--- src/rtl/snd_cmd_queue.sv ---
// Sound-command mailbox from main CPU to audio CPU.
// MODE=0 behaves as a single overwrite latch; MODE=1 is a DEPTH-entry FIFO.
// Every accepted write, and in FIFO mode every pop that leaves entries behind,
// raises a paced active-low IRQ pulse towards the audio CPU.
module snd_cmd_queue #(
   parameter int unsigned DW       = 8,
   parameter int unsigned DEPTH    = 4,
   parameter int unsigned IRQ_HOLD = 3,
   parameter int unsigned MODE     = 1
) (
   input  logic                     clk_sys,
   input  logic                     reset_n,
   input  logic                     wr_en,
   input  logic [DW-1:0]            wr_data,
   output logic                     full,
   input  logic                     rd_en,
   output logic [DW-1:0]            rd_data,
   output logic                     empty,
   output logic [$clog2(DEPTH):0]   count,
   output logic                     overflow,
   input  logic                     ovf_clr,
   input  logic                     irq_ce,
   input  logic                     irq_ack,
   output logic                     irq_n
);

   localparam int unsigned AW = $clog2(DEPTH);
   localparam int unsigned CW = AW + 1;
   localparam int unsigned HW = $clog2(IRQ_HOLD + 1);
   localparam logic [CW-1:0] DEPTH_C = CW'(DEPTH);
   localparam logic [HW-1:0] HOLD_C  = HW'(IRQ_HOLD);

   typedef enum logic [1:0] {
      IRQ_IDLE,
      IRQ_PULSE,
      IRQ_GAP
   } irq_state_e;

   logic [DW-1:0] mem [DEPTH];

   logic [AW-1:0] wp_q, wp_d;
   logic [AW-1:0] rp_q, rp_d;
   logic [CW-1:0] count_q, count_d;
   logic          full_q, full_d;
   logic          empty_q, empty_d;
   logic          ovf_q, ovf_d;
   logic [DW-1:0] rd_data_q;

   logic          wr_acc;
   logic          rd_acc;
   logic          req;

   irq_state_e    state_q, state_d;
   logic [HW-1:0] hold_q, hold_d;
   logic          irq_n_q, irq_n_d;
   logic          pend_q, pend_d;
   logic          pend_clr;

   // Accept/reject decisions and next pointer/flag values for both modes.
   // In latch mode the pointers never move, so mem[0] serves as the latch and
   // count doubles as the "fresh" bit.
   always_comb begin
      wr_acc  = 1'b0;
      rd_acc  = 1'b0;
      wp_d    = wp_q;
      rp_d    = rp_q;
      count_d = count_q;
      full_d  = 1'b0;
      ovf_d   = 1'b0;
      req     = 1'b0;
      if (MODE == 0) begin
         wr_acc = wr_en;
         rd_acc = rd_en;
         if (wr_en) begin
            count_d = CW'(1);
         end else if (rd_en) begin
            count_d = '0;
         end
         req = wr_en;
      end else begin
         // A full queue still accepts a write when a pop frees the slot same edge.
         wr_acc  = wr_en & (~full_q | rd_en);
         rd_acc  = rd_en & ~empty_q;
         wp_d    = wr_acc ? wp_q + 1'b1 : wp_q;
         rp_d    = rd_acc ? rp_q + 1'b1 : rp_q;
         count_d = count_q + CW'(wr_acc) - CW'(rd_acc);
         full_d  = (count_d == DEPTH_C);
         if (wr_en & full_q & ~rd_en) begin
            ovf_d = 1'b1;
         end else if (ovf_clr) begin
            ovf_d = 1'b0;
         end else begin
            ovf_d = ovf_q;
         end
         req = wr_acc | (rd_acc & (count_d != '0));
      end
      empty_d = (count_d == '0);
   end

   // Command storage; contents are don't-care after reset.
   always_ff @(posedge clk_sys) begin
      if (wr_acc) begin
         mem[wp_q] <= wr_data;
      end
   end

   // Pointers, flags and the registered read port.
   always_ff @(posedge clk_sys or negedge reset_n) begin
      if (!reset_n) begin
         wp_q      <= '0;
         rp_q      <= '0;
         count_q   <= '0;
         full_q    <= 1'b0;
         empty_q   <= 1'b1;
         ovf_q     <= 1'b0;
         rd_data_q <= '0;
      end else begin
         wp_q    <= wp_d;
         rp_q    <= rp_d;
         count_q <= count_d;
         full_q  <= full_d;
         empty_q <= empty_d;
         ovf_q   <= ovf_d;
         if (rd_acc) begin
            rd_data_q <= mem[rp_q];
         end
      end
   end

   // IRQ pacing: pulse low for IRQ_HOLD ticks, then one guaranteed high tick.
   always_comb begin
      state_d  = state_q;
      hold_d   = hold_q;
      irq_n_d  = irq_n_q;
      pend_clr = 1'b0;
      case (state_q)
         IRQ_IDLE: begin
            if (irq_ce && pend_q) begin
               state_d  = IRQ_PULSE;
               irq_n_d  = 1'b0;
               hold_d   = HOLD_C;
               pend_clr = 1'b1;
            end
         end
         IRQ_PULSE: begin
            if (irq_ack) begin
               state_d = IRQ_GAP;
               irq_n_d = 1'b1;
            end else if (irq_ce) begin
               hold_d = hold_q - 1'b1;
               if (hold_q == HW'(1)) begin
                  state_d = IRQ_GAP;
                  irq_n_d = 1'b1;
               end
            end
         end
         IRQ_GAP: begin
            if (irq_ce) begin
               state_d = IRQ_IDLE;
            end
         end
         default: begin
            state_d = IRQ_IDLE;
            irq_n_d = 1'b1;
         end
      endcase
      // A new request wins over the clear issued when a pulse starts.
      if (req) begin
         pend_d = 1'b1;
      end else if (pend_clr) begin
         pend_d = 1'b0;
      end else begin
         pend_d = pend_q;
      end
   end

   // IRQ state register.
   always_ff @(posedge clk_sys or negedge reset_n) begin
      if (!reset_n) begin
         state_q <= IRQ_IDLE;
         hold_q  <= '0;
         irq_n_q <= 1'b1;
         pend_q  <= 1'b0;
      end else begin
         state_q <= state_d;
         hold_q  <= hold_d;
         irq_n_q <= irq_n_d;
         pend_q  <= pend_d;
      end
   end

   assign full     = full_q;
   assign empty    = empty_q;
   assign count    = count_q;
   assign overflow = ovf_q;
   assign rd_data  = rd_data_q;
   assign irq_n    = irq_n_q;

endmodule

--- config.mk ---
export PLATFORM = sky130hd
export DESIGN_NAME = snd_cmd_queue
export DESIGN_NICKNAME = d
export VERILOG_FILES = /design/src/rtl/snd_cmd_queue.sv
export SDC_FILE = /design/constraint.sdc
export NUM_CORES = 1
export LEC_CHECK = 0
export ABC_AREA = 1
export BUFFER_PORTS_ARGS = -buffer_cell sky130_fd_sc_hd__buf_2
export CAP_MARGIN = 30
export CORE_MARGIN = 8
export CORE_UTILIZATION = 23
export CTS_BUF_LIST = sky130_fd_sc_hd__clkbuf_8 sky130_fd_sc_hd__clkbuf_16
export CTS_CLUSTER_DIAMETER = 120
export CTS_CLUSTER_SIZE = 16
export DETAILED_ROUTE_END_ITERATION = 16
export GPL_TIMING_DRIVEN = 0
export PLACE_DENSITY = 0.49
export SLEW_MARGIN = 15
export SYNTH_ARGS = -nofsm -noshare
export SYNTH_HDL_FRONTEND = slang
export SYNTH_SLANG_ARGS = --single-unit
--- constraint.sdc ---
create_clock -name clk_sys -period 6.45 [get_ports clk_sys]
set_input_delay 0.9675 -clock clk_sys [delete_from_list [all_inputs] [get_ports clk_sys]]
set_output_delay 0.9675 -clock clk_sys [all_outputs]
set_load 0.1 [all_outputs]
==> impl_metrics.env <==
export IMPL_regArea_sq_um=1560
export IMPL_endpoint="pend_q"
export IMPL_clk_path_buf_depth=2
export IMPL_path_clk_slew_ns=0.11
export IMPL_fillers=1108
export IMPL_hold_viol_final=0
export IMPL_grt_pass1_wl_microns=8140
export IMPL_min_period_over_period_pct=39.9
export IMPL_portBuffers=29
export IMPL_synth_top_area_share_pct=39.0
export IMPL_rsz0062_at_grt="no"
export IMPL_max_freq_mhz=389
export IMPL_fin_crit_ns=2.57
export IMPL_cpMaxStageDelayCell="fa_1"
export IMPL_syn_inst=221
export IMPL_routed_via_count=1500
export IMPL_yosys_warnings=0
export IMPL_grt_pass1_vias=1599
export IMPL_diodes=0
export IMPL_slew_viol_final=0
export IMPL_synth_seq_cells=56
export IMPL_cts_root_buf="clkbuf_8"
export IMPL_critPathKind="input pin to flop"
export IMPL_synth_distinct_cells=25
export IMPL_detail_route_wirelength_microns=4730
export IMPL_synth_most_common_cell="nand2_1"
export IMPL_initial_utilization_pct=23.8
export IMPL_die_area_sq_um=14300
export IMPL_drt_iter0_markers=64
export IMPL_crit_top_cell="inv_1"
export IMPL_cts_hold_buf=0
export IMPL_io_pins=30
export IMPL_setup_viol=0
export IMPL_cts_htree_levels=2
export IMPL_firstDrtPassIters=4
export IMPL_fin_nets=280
export IMPL_critical_path_max_stage_delay_ns=0.47
export IMPL_row_count=37
export IMPL_ys_async_sr_fraction_pct=42.9
export IMPL_postCtsSetupBuffers=0
export IMPL_status="completed"
export IMPL_drc=0
export IMPL_startpoint="rd_en"
export IMPL_worstPathRequired_ns=6.66
export IMPL_die_h_microns=119
export IMPL_grt_max_degree=25
export IMPL_synth_edf_count=32
export IMPL_gr_total_overflow=0
export IMPL_finClkSkew_ns=0.00754
export IMPL_dieWidth_microns=119
export IMPL_routedWlPerCell_microns=12.0
export IMPL_tritoncts="built"
export IMPL_synthTopCellsByArea="edfxtp_1 39%, dfrtp_1 22%, nand2_1 8.7%"
export IMPL_core_area_sq_um=10400
export IMPL_min_path_type="flop to flop"
export IMPL_multiInputGateArea_sq_um=704
export IMPL_syn_num_nets=244
export IMPL_ant_nets=0
export IMPL_gp_congestion=0.704
export IMPL_synth_commonest_cells="57 x nand2_1, 32 x edfxtp_1, 31 x inv_1"
export IMPL_yosysSeqAreaShare_pct=63.5
export IMPL_fin_tns_setup_ns=0
export IMPL_track_usage_pct=7.12
export IMPL_cp_arrival_ns=2.78
export IMPL_critical_path_max_fanout=10
export IMPL_path_cells="buf_2 > inv_1 > nor2_4 > clkbuf_8 > ha_1 > inv_1 > ha_1 > inv_1 > fa_1 > inv_1 > nor2_1 > nand3_1 > nand2_1 > nand2_1"
export IMPL_cts_buffers=5
export IMPL_clk_latency_ns=0.31
export IMPL_synth_top_cell_by_area="edfxtp_1"
export IMPL_synth_cell_area_sq_um=2460
export IMPL_antenna_found_initial=0
export IMPL_max_cap_viol_count=0
export IMPL_syn_to_final_growth_pct=16.8
export IMPL_ys_flop_type="edfxtp_1"
export IMPL_viasPerCell=3.81
export IMPL_cts_sink_count=56
export IMPL_crit_path_end_kind="flop"
export IMPL_r2r_slack_ns=4.18
export IMPL_syn_area_per_cell_sq_um=11.1
export IMPL_worstMarginPinSlew_ns=0.842
export IMPL_place_hpwl_microns=3460
export IMPL_r2r_cells=12
export IMPL_drive_above_1_share_pct=22.9
export IMPL_worst_setup_path_start_kind="input pin"
export IMPL_maxSlewHeadroom_pct=43.6
export IMPL_cts_resized_gates=0
export IMPL_reg2reg_from="empty"
export IMPL_final_util_pct=27.7
export IMPL_rr_endpoint="pend_q"
-- flip-flops by register name, summed over array words and instances (netlist names) --
name,flops
overflow,1
rd_data,8
mem,32
count,3
full,1
rp_q,2
irq_n,1
empty,1
hold_q,2
wp_q,2
pend_q,1
state_q,2
-- placed cells by master, fill, tap and decap left out --
master and instances:
fa_1 1, buf_12 1, nand4_1 1, o21ai_2 1, nor2_2 2, dfrtp_1 22
o21ai_1 1, xnor2_1 1, nor3_1 3, a21oi_1 5, buf_6 4, o21ai_0 9
dfstp_2 2, ha_1 7, buf_2 29, inv_8 1, nand2_2 1, o211ai_2 8
nand3_1 4, nor2_1 22, clkbuf_8 6, inv_6 2, xor2_1 2, a21boi_0 1
inv_1 31, nand2_1 57, nor2_4 2, edfxtp_1 32
-- cell type report --
cell class	count	area share, %
tap	136	5.92
inverter	31	4.05
sequential	56	54.4
clock buffer	5	2.39
buffer	6	2.74
timing repair buffer	29	5.05
multi-input combinational	128	24.5
clock inverter	3	1.00
-- critical path: cells and delay by family --
| family | cells | cell delay [ns] |
|---|---|---|
| adders and majority gates | 3 | 0.86 |
| and+or+nand+nor | 5 | 0.43 |
| buffers and inverters | 6 | 0.51 |
-- worst min-delay path by stage --
stage                     startpoint         end  depth (start not counted)
after floorplan               pend_q      pend_q                          2
after global placement    rd_data[5]  rd_data[5]                          2
after detailed placement  rd_data[1]  rd_data[1]                          2
after CTS                 rd_data[1]  rd_data[1]                          2
after global routing      rd_data[5]  rd_data[5]                          2
final                     rd_data[1]  rd_data[1]                          2
-- through the flow --
stage	cell area, sq um	hold WS [ns]	cells	setup WS, ns
after floorplan	2460	0.499	221	3.77
after global placement	2780	0.462	386	3.53
after detailed placement	2780	0.461	386	3.51
after CTS	2880	0.491	394	3.86
after global routing	2880	0.524	394	3.68
final	2880	0.483	394	3.88
-- cell families (layout without fill, tap and decap cells) --
| family | after synthesis | after routing | synth area share, % |
|---|---|---|---|
| adder cells (fa/ha/maj) | 8 | 8 | 4.37 |
| buffers and inverters | 37 | 74 | 7.92 |
| flip-flops | 56 | 56 | 63.5 |
| AND/OR/NAND/NOR | 92 | 92 | 15.4 |
| XOR/XNOR | 3 | 3 | 1.07 |
| AO/OA/AOI/OAI | 25 | 25 | 7.77 |
-- per-layer routing --
metal	vias to the layer above	global-route usage, %	share of wire [%]
li1	782	-	-
met1	689	8.87	48
met2	25	11.7	47
met3	4	1.92	3.8
met4	0	2.34	1.0
met5	-	0	0
Power is not shown: default switching activity piles up to over one toggle a cycle in this logic, so the estimate is an artifact.
